**src/rtl/synth_decode_7.sv**
```systemverilog
// Recovers b from core-7 results: buffers (a, c, sel) keys in a FIFO, pairs each result with its key in order,
// and emits b = res ^ (m + a + m) through a 2-stage valid/ready pipeline. Optional checker: SYNTH_DECODE_CHECK_EN.
module synth_decode_7 #(
    parameter int W     = 32,
    parameter int DEPTH = 4
) (
    input  logic                   clk,
    input  logic                   rst,
    input  logic                   key_valid,
    output logic                   key_ready,
    input  logic [W-1:0]           key_a,
    input  logic [W-1:0]           key_c,
    input  logic                   key_sel,
`ifdef SYNTH_DECODE_CHECK_EN
    input  logic [W-1:0]           key_exp_b,
    output logic                   chk_err,
    output logic [15:0]            chk_err_cnt,
`endif
    input  logic                   res_valid,
    output logic                   res_ready,
    input  logic [W-1:0]           res_data,
    output logic                   out_valid,
    input  logic                   out_ready,
    output logic [W-1:0]           out_b,
    output logic [$clog2(DEPTH):0] key_count
);

    localparam int AW = $clog2(DEPTH);
    localparam int CW = AW + 1;
    localparam logic [CW-1:0] FULL_COUNT = CW'(DEPTH);

    // Key FIFO storage and control
    logic [W-1:0]  fifo_a   [DEPTH];
    logic [W-1:0]  fifo_c   [DEPTH];
    logic          fifo_sel [DEPTH];
`ifdef SYNTH_DECODE_CHECK_EN
    logic [W-1:0]  fifo_exp [DEPTH];
`endif
    logic [AW-1:0] wr_ptr;
    logic [AW-1:0] rd_ptr;
    logic [CW-1:0] count;
    logic          fifo_empty;
    logic          fifo_full;
    logic          key_fire;
    logic          res_fire;

    // Pipeline state
    logic          s1_valid;
    logic [W-1:0]  s1_res;
    logic [W-1:0]  s1_a;
    logic [W-1:0]  s1_c;
    logic          s1_sel;
    logic          s2_valid;
    logic          s2_accept;
    logic          s1_advance;
    logic [W-1:0]  s1_m;
    logic [W-1:0]  s1_mask;
`ifdef SYNTH_DECODE_CHECK_EN
    logic [W-1:0]  s1_exp;
    logic [W-1:0]  s2_exp;
`endif

    assign fifo_empty = (count == '0);
    assign fifo_full  = (count == FULL_COUNT);
    assign key_count  = count;

    // key_ready comes only from the occupancy register, so a same-cycle pop cannot free a slot.
    assign key_ready  = !fifo_full;
    assign key_fire   = key_valid && key_ready;

    assign s2_accept  = !s2_valid || out_ready;
    assign s1_advance = !s1_valid || s2_accept;
    assign res_ready  = !fifo_empty && s1_advance;
    assign res_fire   = res_valid && res_ready;
    assign out_valid  = s2_valid;

    // NOTE: storage arrays carry no reset; the pointers and count alone define which entries are live,
    // so resetting the array would only add reset fan-out without changing behaviour.
    always_ff @(posedge clk) begin
        if (key_fire) begin
            fifo_a[wr_ptr]   <= key_a;
            fifo_c[wr_ptr]   <= key_c;
            fifo_sel[wr_ptr] <= key_sel;
`ifdef SYNTH_DECODE_CHECK_EN
            fifo_exp[wr_ptr] <= key_exp_b;
`endif
        end
    end

    // NOTE: sequential state uses non-blocking assignments so every register samples pre-edge values.
    always_ff @(posedge clk) begin
        if (rst) begin
            wr_ptr <= '0;
            rd_ptr <= '0;
            count  <= '0;
        end else begin
            if (key_fire) begin
                wr_ptr <= wr_ptr + AW'(1);
            end
            if (res_fire) begin
                rd_ptr <= rd_ptr + AW'(1);
            end
            case ({key_fire, res_fire})
                2'b10:   count <= count + CW'(1);
                2'b01:   count <= count - CW'(1);
                default: count <= count;
            endcase
        end
    end

    // Stage 1: capture the result together with the head key.
    always_ff @(posedge clk) begin
        if (rst) begin
            s1_valid <= 1'b0;
        end else if (s1_advance) begin
            s1_valid <= res_fire;
        end
    end

    always_ff @(posedge clk) begin
        if (res_fire) begin
            s1_res <= res_data;
            s1_a   <= fifo_a[rd_ptr];
            s1_c   <= fifo_c[rd_ptr];
            s1_sel <= fifo_sel[rd_ptr];
`ifdef SYNTH_DECODE_CHECK_EN
            s1_exp <= fifo_exp[rd_ptr];
`endif
        end
    end

    // NOTE: every always_comb output is assigned on every path, so no latch can be inferred.
    always_comb begin
        s1_m    = s1_sel ? s1_a : s1_c;
        s1_mask = s1_m + s1_a + s1_m;
    end

    // Stage 2: undo the XOR; out_b is held while the consumer stalls.
    always_ff @(posedge clk) begin
        if (rst) begin
            s2_valid <= 1'b0;
            out_b    <= '0;
        end else if (s2_accept) begin
            s2_valid <= s1_valid;
            if (s1_valid) begin
                out_b <= s1_res ^ s1_mask;
            end
        end
    end

`ifdef SYNTH_DECODE_CHECK_EN
    always_ff @(posedge clk) begin
        if (s2_accept && s1_valid) begin
            s2_exp <= s1_exp;
        end
    end

    always_ff @(posedge clk) begin
        if (rst) begin
            chk_err     <= 1'b0;
            chk_err_cnt <= '0;
        end else if (out_valid && out_ready && (out_b != s2_exp)) begin
            chk_err <= 1'b1;
            if (chk_err_cnt != 16'hFFFF) begin
                chk_err_cnt <= chk_err_cnt + 16'd1;
            end
        end
    end
`endif

endmodule

```
**config.mk**
```make
export PLATFORM = sky130hd
export DESIGN_NAME = synth_decode_7
export DESIGN_NICKNAME = d
export VERILOG_FILES = /design/src/rtl/synth_decode_7.sv
export SDC_FILE = /design/constraint.sdc
export NUM_CORES = 1
export LEC_CHECK = 0
export CAP_MARGIN = 20
export CORE_MARGIN = 1.5
export CORE_UTILIZATION = 45
export CTS_CLUSTER_DIAMETER = 80
export CTS_CLUSTER_SIZE = 10
export DETAILED_ROUTE_END_ITERATION = 8
export DONT_BUFFER_PORTS = 1
export PLACE_DENSITY = 0.62
export SYNTH_ARGS = -nofsm -noshare
export SYNTH_HDL_FRONTEND = slang
export SYNTH_SLANG_ARGS = --single-unit
export TNS_END_PERCENT = 50
```
**constraint.sdc**
```tcl
create_clock -name clk -period 5 [get_ports clk]
set_clock_uncertainty 0.1 [all_clocks]
set_input_delay 0.5 -clock clk [delete_from_list [all_inputs] [get_ports clk]]
set_output_delay 0.5 -clock clk [all_outputs]
set_load 0.02 [all_outputs]
```
==> summary.txt, run 1 <==
Place
  • GPL Wtd Cong: 0.8235
  • Final HPWL DP: 20370 µm
  • PortBufs: 0
  • Placed Cells: 1329

Logic synthesis
  • Synth area leader: edfxtp_1
  • Syn_nets: 1034
  • Count leader, synth: edfxtp_1
  • Post-synth EDFFs: 352
  • Sequential share of the synthesized area: 71.30%
  • Syn. warnings: 0
  • Post-synth top cells: edfxtp_1 (352), mux4_2 (64), nor2_1 (47)
  • Synth area leaders: edfxtp_1 (66%), mux4_2 (9.0%), dfxtp_1 (5.1%), ha_1 (2.7%), xnor2_1 (2.5%)
  • Cell Area, Synth: 15980 µm²
  • Seq cells post-synth: 393
  • Yosys cell types: 60
  • Ys flop type: edfxtp_1
  • Avg Inst Size Synth: 17.85 µm²
  • Synth top area share: 66.17%
  • Mapped Cells: 895
  • Asr flop ratio synth: 0%

Power
  • Pwr/cell area: 585.6 nW/µm²
  • Lkg Pwr: 0.006190 µW
  • Peak supply drop: 0.0003623 V

Hold path
  • Min-Delay Endpoint: out_b[28]$_SDFFE_PP0P_
  • Hold wc startpoint: rst
  • Hold path cells: 3
  • Worst min-delay path class: input pin to flop

STA
  • RSZ-0062 raised after global routing: false
  • Clock period minus worst slack: 3.471 ns
  • Fmax: 288.1 MHz
  • Final Hold Vio Count: 0
  • Final Cycle Share: 69.41%
  • Final setup vio count: 0
  • Fin Hold WS: 0.04903 ns
  • Slew margin rel.: 31.81%
  • Final Max Slew Viols: 0
  • Fin Setup TNS: 0 ns
  • Worst-Margin Slew: 1.023 ns

Layout
  • Final nets: 1158
  • Non-filler cells, final: 1495
  • Area growth from synthesis to layout: 17.51%
  • Share of cells above drive strength 1: 17.28%

Critical path
  • Setup CP Type: flop to flop
  • Crit. End Element: flop
  • R2R Path End: out_b[22]$_SDFFE_PP0P_
  • Crit-path max cell delay: 0.48 ns
  • Startpoint Class: flop
  • Worst EP required: 5.33 ns
  • Critical R2R Launch: s1_sel$_DFFE_PP_
  • Crit path DAT: 3.80 ns
  • R2R setup slack: 1.53 ns
  • CP Cell Sequence: buf_4 > mux2_2 > ha_1 > a21o_1 > a31o_1 > a311oi_2 > o211ai_2 > a41oi_1 > nand3_1 > nor3b_2
  • Slowest cell on crit path: edfxtp_1
  • Worst r2r path cells: 10
  • CP Max Fanout: 18

GRT
  • Largest net degree at the start of global routing: 65
  • First-pass GRT wire length: 49850 µm
  • Vias in the first global route: 8431
  • Antenna violations before repair: 4
  • GRT overflow: 0
  • GRT Overall Usage: 18.15%

Status
  • Status: finished, final reports clean

Run
  • MaxCap Viol Count: 0

Drt
  • Drt drc: 0
  • DR pass1 iterations: 4
  • Aggregate routed wire length: 32070 µm
  • Routed via count: 8117
  • Wire per inst: 21.45 µm
  • Vias/cell: 5.429
  • ANT nets after route: 0
  • Initial DRC Count: 472

Floorplan
  • Row Count: 68
  • CORE AREA: 34710 µm²
  • Die height: 191.4 µm
  • Die width: 191.4 µm
  • Ports: 140
  • Starting Density: 46.02%
  • Die Area: 36640 µm²

Clock network
  • Longest Clk Path Bufs: 3
  • CTS tree: done
  • CTS Root Buffer Type: clkbuf_16
  • Latest clock arrival within the worst-skew pair: 0.55 ns
  • CTS Buf Count: 45
  • # resized after CTS: 0
  • Clk sinks: 393
  • H-tree levels: 2
  • Clock-pin slew on the worst setup and hold paths: 0.06 ns
  • Total setup buffers inserted after CTS: 0
[cells in the final DEF, fill, tap and decap left out, types with 5 or more instances in the layout]
cell,instances
dfxtp_1,39
ha_1,35
a211oi_1,25
and3_2,6
dlygate4sd3_1,97
and2_1,5
o21ai_0,9
nor2_1,47
a21oi_1,41
inv_1,14
mux4_2,64
edfxtp_1,352
clkbuf_1,15
clkbuf_16,45
a21o_1,24
buf_4,7
nand2_1,30
mux2_2,30
xor2_1,15
xnor2_1,46
buf_12,5
nand4_1,5
nand3_1,9
[cell type report]
type                    count  area, µm²
diodes                      4      10.01
clock buffers              60       1182
clock inverters             4      27.53
fillers                  2766      15940
inverters                  15      58.81
multi-input cells         455       4405
flip-flops and latches    393      11400
well taps                 455      569.3
repair buffers            109       1124
[how the worst max path moves through the flow]
stage	start	endpoint	slack (ns)
after global placement	s1_sel$_DFFE_PP_	out_b[30]$_SDFFE_PP0P_	1.54
final	s1_sel$_DFFE_PP_	out_b[22]$_SDFFE_PP0P_	1.53
after detailed placement	s1_sel$_DFFE_PP_	out_b[22]$_SDFFE_PP0P_	1.56
after floorplan	out_ready	key_count[2]$_SDFFE_PP0P_	0.45
after CTS	s1_sel$_DFFE_PP_	out_b[22]$_SDFFE_PP0P_	1.53
after global routing	s1_sel$_DFFE_PP_	out_b[22]$_SDFFE_PP0P_	1.32
[layer usage]
layer | up-vias | GRT usage, % | wire length [µm]
met3 | 48 | 4.167 | 1906
met5 | - | 0 | 0
li1 | 3786 | - | -
met1 | 4096 | 26.04 | 15200
met4 | 0 | 4.838 | 621
met2 | 187 | 27.95 | 14340
[worst max-delay path: cells and delay by family, from the launching register on]
kind                       cells  cell delay (ns)
DFF                            1             0.48
muxes                          1             0.37
and+or+nand+nor                2             0.29
adders and majority gates      1             0.36
buffers and inverters          1             0.31
AOI/OAI and AO/OA              5             1.44
[registers in the layout, indices dropped and copies added (netlist names)]
| name | cells |
|---|---|
| fifo_a | 128 |
| fifo_c | 124 |
| out_b | 32 |
| s1_a | 32 |
| s1_res | 32 |
| s1_c | 31 |
| fifo_sel | 4 |
| key_count | 3 |
| rd_ptr | 2 |
| wr_ptr | 2 |
| out_valid | 1 |
| s1_sel | 1 |
| s1_valid | 1 |
[stage by stage]
step                util, %  total power (µW)  instance area [µm²]  setup WS, ns
finish                54.08             10990                18770         1.529
global route          54.07             11630                18770         1.315
CTS                   54.05             11120                18760         1.534
detailed placement    47.71              8197                16560         1.556
global placement      47.71              8165                16560         1.543
floorplan                 -              7351                15980        0.4454
[power breakdown]
| group | switching (µW) | total [µW] | leakage [µW] | internal [µW] |
|---|---|---|---|---|
| Combinational | 1910 | 3470 | 0.00203 | 1560 |
| Sequential | 417 | 4710 | 0.00358 | 4300 |
| Clock | 1180 | 2810 | 0.000589 | 1630 |
| Total | 3510 | 11000 | 0.00619 | 7480 |
[cell families after synthesis]
| family | Yosys count | synth area share [%] |
|---|---|---|
| XOR/XNOR | 61 | 3.344 |
| adder cells (fa/ha/maj) | 37 | 2.992 |
| multiplexers | 96 | 11.26 |
| flip-flops | 393 | 71.30 |
| buffers and inverters | 47 | 1.198 |
| AND/OR/NAND/NOR | 125 | 3.736 |
| AO/OA/AOI/OAI | 136 | 6.164 |
[repair_timing]
| item | CTS | global route |
|---|---|---|
| hold buffers | 98 | 0 |
| setup endpoints to repair | 0 | 0 |
| hold endpoints to repair | 324 | 0 |
Power figures use the tool's default switching activity.
==> run 2, diff against run 1 <==
- PLACE_DENSITY: 0.62 -> 0.64
- clock period: 5 -> 2.8 ns (I/O delays scaled with it)
==> run 2 against run 1 <==
  * The run now ends with negative setup slack left
  * Worst setup slack worse by 1.6 ns
  * Via count is 5.1% higher
  * Combinational power is 140% higher
  * Global-route usage is 0.39 points higher
  * First-iteration DRC count is 3.8% lower
  * Critical endpoint is now out_b[31]$_SDFFE_PP0P_
  * Highest routed layer unchanged
  * Largest cell class unchanged
  * Clock-buffer cell count is 2 lower
  * Die area stayed put
==> summary.txt, run 2 (synthesis gave the netlist of run 1 again) <==
Status
  • Status: complete, but fails checks
  • Failing checks: negative setup slack

Clock network
  • CTS Root Buffer Type: clkbuf_16
  • Clk sinks: 393
  • Total setup buffers inserted after CTS: 0
  • CTS Buf Count: 46
  • Clock-pin slew on the worst setup and hold paths: 0.06 ns
  • Latest clock arrival within the worst-skew pair: 0.58 ns
  • H-tree levels: 2
  • Longest Clk Path Bufs: 3
  • CTS tree: done

Layout
  • Util after Layout: 58.40%
  • Share of cells above drive strength 1: 29.55%
  • Largest registers: fifo_a: 128 flops, fifo_c: 124 flops
  • Top reg by flops: fifo_a
  • Commonest non-fill, non-tap cell in the layout: edfxtp_1
  • Non-filler cells, final: 1602
  • Final nets: 1267
  • Fillers: 2611
  • Max reg flops: 128
  • Area growth from synthesis to layout: 26.90%
  • Most frequent cells in the layout: edfxtp_1 (352), dlygate4sd3_1 (102), buf_4 (94), mux4_2 (64), clkbuf_16 (47)

Critical path
  • Crit path max-delay family: compound AO/OA/AOI/OAI gates
  • CP Max Fanout: 18
  • CP Cell Sequence: buf_12 > buf_6 > mux2_2 > ha_4 > a21oi_1 > o21a_1 > nor2_1 > a211o_1 > a221o_1 > a211o_1 > o311a_1
  • Most frequent CP cell: a211o_1
  • Crit path DAT: 3.29 ns
  • Crit. End Element: flop
  • Slowest cell on crit path: edfxtp_1
  • Startpoint Class: flop
  • Crit-path max cell delay: 0.37 ns
  • Buf/Inv on CP: 2
  • Setup CP Type: flop to flop
  • Worst EP required: 3.17 ns

STA
  • Worst-Margin Slew: 0.5882 ns
  • Fin Hold WS: 0.1770 ns
  • Fmax: 342.5 MHz
  • Clock period minus worst slack: 2.920 ns
  • Setup ws final: -0.1199 ns
  • RSZ-0062 raised after global routing: true
  • Final setup vio count: 6
  • Slew margin rel.: 60.79%
  • Final Cycle Share: 104.3%
  • Final Max Slew Viols: 0
  • Final Hold Vio Count: 0

GRT
  • GRT overflow: 0
  • First-pass GRT wire length: 50630 µm
  • Largest net degree at the start of global routing: 99
  • Vias in the first global route: 8776
  • GRT Overall Usage: 18.53%
  • Antenna violations before repair: 3

Hold path
  • Worst min-delay path class: input pin to flop

Power
  • Lkg Pwr: 0.006844 µW
  • Pwr/cell area: 1082 nW/µm²
  • Peak supply drop: 0.0006904 V

Drt
  • Wire per inst: 20.67 µm
  • Vias/cell: 5.327
  • Drt drc: 0
  • Aggregate routed wire length: 33110 µm
  • ANT nets after route: 0
  • Initial DRC Count: 454
  • DR pass1 iterations: 5
  • Routed via count: 8534

Floorplan
  • CORE AREA: 34710 µm²
  • Die height: 191.4 µm
  • Die Area: 36640 µm²
  • Ports: 140
  • Die width: 191.4 µm
  • Row Count: 68
  • Starting Density: 46.02%

Place
  • Final HPWL DP: 22080 µm
  • Placed Cells: 1432
  • PortBufs: 0
  • GPL Wtd Cong: 0.8005

Run
  • MaxCap Viol Count: 0
==> run 2: cell types whose count changed in the layout (fill, tap and decap cells not counted), moves of 4 or more <==
cell	before	now
ha_4	0	17
ha_1	35	17
clkbuf_1	15	11
a21oi_2	2	12
dlygate4sd3_1	97	102
buf_4	7	94
buf_12	5	19
a21oi_1	41	30
==> run 2: worst register-to-register path: cells and delay by family, from the launching register on <==
kind | cells | cell delay, ns
buffers and inverters | 2 | 0.33
adder cells (fa/ha/maj) | 1 | 0.24
flip-flops | 1 | 0.37
multiplexers | 1 | 0.36
AO/OA/AOI/OAI | 6 | 1.37
AND/OR/NAND/NOR | 1 | 0.06
==> run 2: where the power goes <==
part / leakage (µW) / switching, µW / internal, µW
combinational: 0.00264 / 3960 / 4290
sequential: 0.00358 / 772 / 7670
clock: 0.000625 / 2210 / 3040
==> run 2: path summary, 6_finish.rpt <==
check	from	end	slack (ns)	cells past startpoint
hold / removal	key_valid	fifo_sel[2]$_DFFE_PP_	0.18	1
hold reg to reg	wr_ptr[1]$_SDFFE_PP0P_	wr_ptr[1]$_SDFFE_PP0P_	0.42	2
setup / recovery	s1_sel$_DFFE_PP_	out_b[31]$_SDFFE_PP0P_	-0.12	11
setup reg to reg	s1_sel$_DFFE_PP_	out_b[31]$_SDFFE_PP0P_	-0.12	11
==> run 2: layout make-up <==
class                   count  area, µm²  area share (%)
well taps                 455      569.3           2.808
flip-flops and latches    393      11400           56.24
repair buffers            217       2130           10.50
clock buffers              58       1217           6.005
diodes                      3      7.507         0.03703
inverters                  15      60.06          0.2962
clock inverters             6      75.07          0.3703
multi-input cells         455       4812           23.74
==> run 2: repair_timing <==
item                                    in CTS  in global routing
resized for setup                           20                 35
endpoints found under the hold margin      329                  0
hold buffers                               103                  0
pin swaps                                    7                 25
endpoints found under the setup margin      14                 21
==> run 2: metrics by stage <==
step	power [µW]	setup TNS (ns)	cell area [µm²]	setup slack [ns]
finish	21940	-0.3159	20270	-0.1199
global route	23180	-1.373	20270	-0.2160
CTS	21700	-0.5548	20050	-0.1229
detailed placement	16010	-0.7788	17610	-0.1508
global placement	15920	-0.6552	17610	-0.1356
floorplan	13260	-10.80	16100	-0.8473
==> run 2: layer usage <==
layer,share of wire [%],vias to the layer above,routed length (µm),global-route usage (%)
li1,-,4010,-,-
met1,46,4264,15240,26.89
met2,46,224,15160,28.11
met3,6.7,36,2211,4.167
met4,1.5,0,494,5.379
met5,0,-,0,0
